===== src/rtl/shift_rows_stream.sv =====
`default_nettype none
// ============================================================================
// Module   : shift_rows_stream
// Brief    : Column-serial double-buffered (Inv)ShiftRows engine, NB = 4/6/8.
//            Optional per-block bypass via SHIFT_ROWS_STREAM_BYPASS_EN.
// Revision : 1.0
// ============================================================================
module shift_rows_stream #(
  parameter int DATA_WIDTH = 8,
  parameter int NB         = 4
) (
  input  logic                    clk,
  input  logic                    rst,
  input  logic                    in_valid,
  output logic                    in_ready,
  input  logic [4*DATA_WIDTH-1:0] in_col,
  input  logic                    in_inv,
`ifdef SHIFT_ROWS_STREAM_BYPASS_EN
  input  logic                    in_bypass,
`endif
  output logic                    out_valid,
  input  logic                    out_ready,
  output logic [4*DATA_WIDTH-1:0] out_col,
  output logic                    out_last
);

  localparam int               CW       = 4 * DATA_WIDTH;
  localparam int               COL_W    = $clog2(NB);
  localparam logic [COL_W-1:0] LAST_COL = COL_W'(NB - 1);

  localparam logic [1:0] ST_EMPTY    = 2'd0;
  localparam logic [1:0] ST_FILLING  = 2'd1;
  localparam logic [1:0] ST_FULL     = 2'd2;
  localparam logic [1:0] ST_DRAINING = 2'd3;

  generate
    if (!(NB == 4 || NB == 6 || NB == 8)) begin : g_bad_nb
      $error("shift_rows_stream: NB must be 4, 6 or 8");
    end
  endgenerate

  logic [1:0]       state_q [2];
  logic [1:0]       state_d [2];
  logic             inv_q   [2];
  logic             inv_d   [2];
  logic             byp_q   [2];
  logic             byp_d   [2];
  logic [CW-1:0]    mem_q   [2][NB];
  logic [CW-1:0]    mem_d   [2][NB];
  logic             wr_bank_q, wr_bank_d;
  logic             rd_bank_q, rd_bank_d;
  logic [COL_W-1:0] wr_col_q,  wr_col_d;
  logic [COL_W-1:0] rd_col_q,  rd_col_d;
  logic             wr_fire, rd_fire, bypass_in;

`ifdef SHIFT_ROWS_STREAM_BYPASS_EN
  assign bypass_in = in_bypass;
`else
  assign bypass_in = 1'b0;
`endif

  // Source column for row r of output column c (row offsets 0,1,3,4 when NB=8).
  function automatic logic [COL_W-1:0] src_col(input int r, input logic [COL_W-1:0] c,
                                               input logic inv, input logic byp);
    int off;
    int s;
    off = (NB == 8 && r >= 2) ? r + 1 : r;
    if (byp)      s = int'(c);
    else if (inv) s = (int'(c) - off + NB) % NB;
    else          s = (int'(c) + off) % NB;
    return COL_W'(s);
  endfunction

  // State register
  always_ff @(posedge clk or posedge rst) begin
    if (rst) begin
      state_q   <= '{ST_EMPTY, ST_EMPTY};
      inv_q     <= '{1'b0, 1'b0};
      byp_q     <= '{1'b0, 1'b0};
      wr_bank_q <= 1'b0;
      rd_bank_q <= 1'b0;
      wr_col_q  <= '0;
      rd_col_q  <= '0;
    end else begin
      state_q   <= state_d;
      inv_q     <= inv_d;
      byp_q     <= byp_d;
      wr_bank_q <= wr_bank_d;
      rd_bank_q <= rd_bank_d;
      wr_col_q  <= wr_col_d;
      rd_col_q  <= rd_col_d;
    end
  end

  always_ff @(posedge clk) begin
    mem_q <= mem_d;
  end

  // Handshake outputs depend on registered bank state only
  always_comb begin
    in_ready  = (state_q[wr_bank_q] == ST_EMPTY) || (state_q[wr_bank_q] == ST_FILLING);
    out_valid = (state_q[rd_bank_q] == ST_FULL)  || (state_q[rd_bank_q] == ST_DRAINING);
    out_last  = out_valid && (rd_col_q == LAST_COL);
    wr_fire   = in_valid && in_ready;
    rd_fire   = out_valid && out_ready;
  end

  // Next-state: a bank cannot be written and read in the same cycle because
  // the write side only targets EMPTY/FILLING and the read side FULL/DRAINING.
  always_comb begin
    for (int b = 0; b < 2; b++) begin
      state_d[b] = state_q[b];
      if (wr_fire && (wr_bank_q == 1'(b)))
        state_d[b] = (wr_col_q == LAST_COL) ? ST_FULL : ST_FILLING;
      if (rd_fire && (rd_bank_q == 1'(b)))
        state_d[b] = out_last ? ST_EMPTY : ST_DRAINING;
    end
  end

  always_comb begin
    mem_d     = mem_q;
    inv_d     = inv_q;
    byp_d     = byp_q;
    wr_bank_d = wr_bank_q;
    wr_col_d  = wr_col_q;
    rd_bank_d = rd_bank_q;
    rd_col_d  = rd_col_q;
    if (wr_fire) begin
      mem_d[wr_bank_q][wr_col_q] = in_col;
      if (wr_col_q == '0) begin
        inv_d[wr_bank_q] = in_inv;
        byp_d[wr_bank_q] = bypass_in;
      end
      if (wr_col_q == LAST_COL) begin
        wr_col_d  = '0;
        wr_bank_d = ~wr_bank_q;
      end else begin
        wr_col_d  = wr_col_q + COL_W'(1);
      end
    end
    if (rd_fire) begin
      if (out_last) begin
        rd_col_d  = '0;
        rd_bank_d = ~rd_bank_q;
      end else begin
        rd_col_d  = rd_col_q + COL_W'(1);
      end
    end
  end

  always_comb begin
    out_col = '0;
    if (out_valid) begin
      for (int r = 0; r < 4; r++) begin
        out_col[DATA_WIDTH*r +: DATA_WIDTH] =
          mem_q[rd_bank_q][src_col(r, rd_col_q, inv_q[rd_bank_q], byp_q[rd_bank_q])]
               [DATA_WIDTH*r +: DATA_WIDTH];
      end
    end
  end

endmodule
`default_nettype wire


===== config.mk =====
export PLATFORM = sky130hd
export DESIGN_NAME = shift_rows_stream
export DESIGN_NICKNAME = d
export VERILOG_FILES = /design/src/rtl/shift_rows_stream.sv
export SDC_FILE = /design/constraint.sdc
export NUM_CORES = 1
export LEC_CHECK = 0
export BUFFER_PORTS_ARGS = -buffer_cell sky130_fd_sc_hd__buf_2
export CORE_MARGIN = 10
export CORE_UTILIZATION = 35
export CTS_BUF_LIST = sky130_fd_sc_hd__clkbuf_8
export CTS_CLUSTER_SIZE = 12
export DETAILED_ROUTE_END_ITERATION = 16
export PLACE_DENSITY = 0.54
export SLEW_MARGIN = 40
export SYNTH_ARGS = -nofsm -noshare
export SYNTH_HDL_FRONTEND = slang
export SYNTH_SLANG_ARGS = --single-unit

===== constraint.sdc =====
create_clock -name clk -period 5.46 [get_ports clk]
set_input_delay 0.546 -clock clk [delete_from_list [all_inputs] [get_ports clk]]
set_output_delay 0.546 -clock clk [all_outputs]
set_load 0.05 [all_outputs]

Word-level counts from Yosys, hierarchy flattened
Index checks and enable logic that the tools add are counted.
Operators by class
  multiplexer cells: 56
  bitwise logic cells: 11
  add/subtract/negate cells: 12
  $lt $le $gt $ge: 9
  equal/unequal tests: 5
  reductions and logical operators: 18
Operators by type and width (number)
  two-way mux 128 bit: 4
  binary-select mux 32 bit (select 2 bit): 4
  bitwise mux 256 bit: 1
  demux 128 bit (select 1 bit): 1
  two-way mux 32 bit: 4
  demux 32 bit (select 2 bit): 1
  two-way mux 2 bit: 26
  two-way mux 24 bit: 2
  two-way mux 16 bit: 2
  two-way mux 8 bit: 2
  adder 3 x 4 -> 5 bit (second input constant): 3
  >= comparator 3 bit (second input constant): 5
  inverter 2 -> 3 bit: 5
  logical AND 1 bit: 9
  adder 2 x 1 -> 2 bit (second input constant): 4
  == test 2 bit (second input constant): 4
  two-way mux 1 bit: 7
  AND reduction 2 bit: 3
  subtractor 2 x 2 -> 3 bit (second input constant): 2
  adder 2 bit (second input constant): 2
  >= comparator 2 bit (second input constant): 2
  zero test 2 bit: 2
  inverter 1 -> 2 bit: 2
  nonzero test 2 bit: 2
  other kinds (10): 12
Storage, ports and cells
  input bits: 37
  logic and storage cells: 129
  register bits: 270
  output and inout port bits: 35

Logic depth before layout (Yosys ltp)
  word-level depth: 12
  mapped depth: 6

Worst setup path after synthesis
No wires, ideal clock.
  path type: flip-flop to flip-flop
  from: register wr_col_q[0]
  to: register inv_q[1] (netlist bit)
  cell stages (with the launch flop): 6
  path slack: 1867 ps
  arrival time: 3468 ps
  buffers on the path: 0
  cells stage by stage: dfrtp_1 > inv_1 > ha_1 > nand2_1 > nor3_1 > mux2_2
On the way
  longest elaborated chain between the ends: 2
Ends and longest elaborated chain
  from (decl): RTL line 52  | logic [COL_W-1:0] wr_col_q, wr_col_d;
  from (signal assigned): RTL line 90  | wr_col_q <= wr_col_d;
  zero test 2 bit: RTL line 130  | if (wr_col_q == '0) begin
  AND reduction 2 bit (no source line)
  to (signal assigned): RTL line 78  | inv_q <= '{1'b0, 1'b0};
  to (signal assigned): RTL line 86  | inv_q <= inv_d;
  to (decl): RTL line 44  | logic inv_q [2];
No other way between the ends.
A chain may end at the register's enable or synchronous reset.

Final worst setup path
  from: register rd_col_q[1]
  to: output out_col[31]
On the way
  longest elaborated chain between the ends: 10
  elaborated cells between the ends (all ways): 11
  classes of those cells: add/sub (3); mux (7); bitwise (1)
Ends and longest elaborated chain
  from (decl): RTL line 53  | logic [COL_W-1:0] rd_col_q, rd_col_d;
  from (signal assigned): RTL line 91  | rd_col_q <= rd_col_d;
  subtractor 2 x 2 -> 3 bit: RTL line 69  | else if (inv) s = (int'(c) - off + NB) % NB;
  adder 3 x 4 -> 5 bit: RTL line 69
  two-way mux 2 bit: RTL line 69
  two-way mux 2 bit *: RTL line 68  | if (byp) s = int'(c);
  two-way mux 2 bit *: RTL line 153  | if (out_valid) begin
  inverter 2 -> 3 bit (not written as such) *: RTL line 156  | mem_q[rd_bank_q][src_col(r, rd_col_q, inv_q[rd_bank_q], byp_q[rd_bank_q])]
  binary-select mux 32 bit (select 2 bit) *: RTL line 156
  two-way mux 32 bit (not written as such) * (2 in series): RTL line 156
  two-way mux 32 bit *: RTL line 153
  to (decl): RTL line 23  | output logic [4*DATA_WIDTH-1:0] out_col,
Mark *: on every way between the ends. The rest lies on a longest branch, timed or not. The select of a mux whose other input is x is not followed.

==> results.ini <==
[route]
num_vias=5212
drt-vias-per-instance=4.894
dr.pass1.iters=5
drc_errors=0
antenna_left=0
routed_wl_um=22950
drt_iter0_markers=347
wl_per_cell_um=21.55

[pwr]
peakVddDrop_v=0.0003336
cellPowerDensity_nw_per_um2=598.1
power_mw=7.397
p_leak_nw=4.506

[yosys]
yosys_warnings=0
synth-edff-count=256
synth_ff_type=edfxtp_1
synth.net_count=572
synthAdderAreaFrac_pct=0.5889
synth_area_leaders=edfxtp_1 72%, mux2i_1 11%, mux4_2 6.8%
ys_seq_elements=268
synth_top_family_by_area=multiplexers
synth.yosys.seq_area_share_pct=75.19
syn_inst=530
synth.top_cell.area_share_pct=72.37
synthesis.area_um2=10620
synth_compound_area_share_pct=2.061
avgSynthCellArea_um2=20.04
synth.area.mux_share_pct=18.09
yosysTopAreaCell=edfxtp_1
synth.distinct_cells=33
synthSimpleGateAreaFrac_pct=1.943
synth_xor_area_share_pct=0.7303
postSynth.asyncResetShare_pct=4.478

[critical_path]
crit_slowest_cell=dfrtp_1
startpoint=rd_col_q[1]
cp.arrival_ns=3.44
worstPathCellList=ha_1 > xor2_1 > a32oi_1 > and3_1 > a22o_1 > buf_2
path_max_fanout=13
cp.required_ns=4.91
critical_path.max_stage_delay_ns=0.88
r2r_cells=5
cp-start-kind=flip-flop
crit_path_end_kind=output port
r2r-start=wr_col_q[0]
path_class=flip-flop to output port

[place]
place_congestion=0.6967
dpl_worst_slack_ns=1.956
place_hpwl_um=12460
port-buffer-count=71
placedCellCount=982

[sta]
slew_violations=0
fin_tns_setup_ns=0
worst_slew_pin_slew_ns=0.8262
post-route-period-util_pct=73.07
max_freq_mhz=250.7
final_hold_viol_count=0
setup_ws_ns=1.471
setup-violations-final=0
period_needed_ns=3.989
grt_setup_unrepaired=no
relSlewSlack_pct=44.92
clock_skew_ns=0.02199

[flow_run]
max_cap_violations=0

[clocking]
cts_tree=yes
h-tree-depth=2
post-cts-setup-buffers=0
post_cts_resized=0
clk_pin_slew_ns=0.06
clk_path_buf_depth=3
numCtsBuffers=43
hold_buffers=0
cts-root-buf=clkbuf_8
clock-sinks=268
clk_latency_ns=0.54

[global_route]
grt_pass1_wl_um=34090
track_usage_pct=11.78
grt_max_degree=53
grt_pass1_vias=5524
grt-ovfl-total=0
antenna_found_initial=2

[outcome]
status=finished clean

[floorplanning]
die_w_um=194.2
die_h_um=194.2
io_pins=72
core-area_um2=29800
initial_core_util_pct=35.65
rows=63
die_area_um2=37720

[final_layout]
final_cell_mix=256 x edfxtp_1, 113 x mux2i_1, 71 x buf_2, 44 x clkbuf_8, 32 x mux4_2
nets=679
final_common_cell=edfxtp_1
syn_to_final_growth_pct=16.43
drive_above_1_share_pct=29.06
layoutNonFillerInstCount=1065
n_fill_cell=2690

[worst_hold_path]
min_path_type=input port to asynchronous set/reset pin

[synthesized netlist by cell type (5+ instances only)]
| cell | count |
|---|---|
| a22o_1 | 16 |
| mux4_2 | 32 |
| buf_2 | 10 |
| nor2_1 | 22 |
| ha_1 | 5 |
| edfxtp_1 | 256 |
| buf_4 | 8 |
| nor3_1 | 5 |
| nand2_1 | 10 |
| dfrtp_1 | 12 |
| mux2i_1 | 113 |
| inv_1 | 6 |
[cell families after synthesis]
kind of cell / after synthesis
AOI/OAI and AO/OA: 27
xor gates and xnor gates: 5
adders and majority gates: 5
buffers and inverters: 28
DFF: 268
muxes: 150
and+or+nand+nor: 47
[path summary, 6_finish.rpt]
kind	end	slack, ns
worst max-delay path	out_col[31]	1.47
worst min-delay path	state_q[3]	0.03
worst max register to register	mem_q[131]	3.35
worst min register to register	inv_q[1]	0.54
max in group asynchronous	rd_bank_q	5.05
min in group clk	inv_q[1]	0.26
[cell type report]
type / instances / area [um^2] / share of cell area, %
Sequential cell: 268 / 7991 / 64.61
Multi-Input combinational cell: 234 / 2555 / 20.66
Clock inverter: 35 / 239.0 / 1.932
Inverter: 6 / 22.52 / 0.1821
Tap cell: 390 / 488.0 / 3.945
Clock buffer: 44 / 605.6 / 4.896
Antenna cell: 4 / 10.01 / 0.08093
Timing Repair Buffer: 84 / 456.7 / 3.692
[metal layers]
metal,vias to the layer above,wire length [um],track usage [%]
met5,-,9,0
met4,2,418,3.237
met3,40,1135,3.129
met2,122,11660,20.06
met1,2687,9730,14.40
li1,2361,-,-
[metrics by stage]
stage | hold slack (ns) | utilization, % | area, um^2
after floorplan | 0.4107 | - | 10620
after global placement | 0.5217 | 38.63 | 11510
after detailed placement | 0.5254 | 38.64 | 11510
after CTS | 0.007584 | 41.48 | 12360
after global routing | 0.02738 | 41.48 | 12360
final | 0.03238 | 41.51 | 12370
[report_power, final]
| part | internal [mW] | switching [mW] |
|---|---|---|
| logic | 1.04 | 2.03 |
| clock network | 0.902 | 0.766 |
| registers | 2.51 | 0.157 |
| total | 4.45 | 2.95 |
[registers in the layout (all words and copies together), names as in the netlist]
signal,cells
mem_q,256
byp_q,2
inv_q,2
rd_col_q,2
state_q,2
wr_col_q,2
rd_bank_q,1
wr_bank_q,1
[critical path, delay by kind of cell (launching register included)]
family | cells | cell delay (ns)
and+or+nand+nor | 1 | 0.57
buffers and inverters | 1 | 0.27
adders and majority gates | 1 | 0.41
xor gates and xnor gates | 1 | 0.16
DFF | 1 | 0.88
AOI/OAI and AO/OA | 2 | 0.62
No activity file was read; power rests on OpenSTA's default activity.
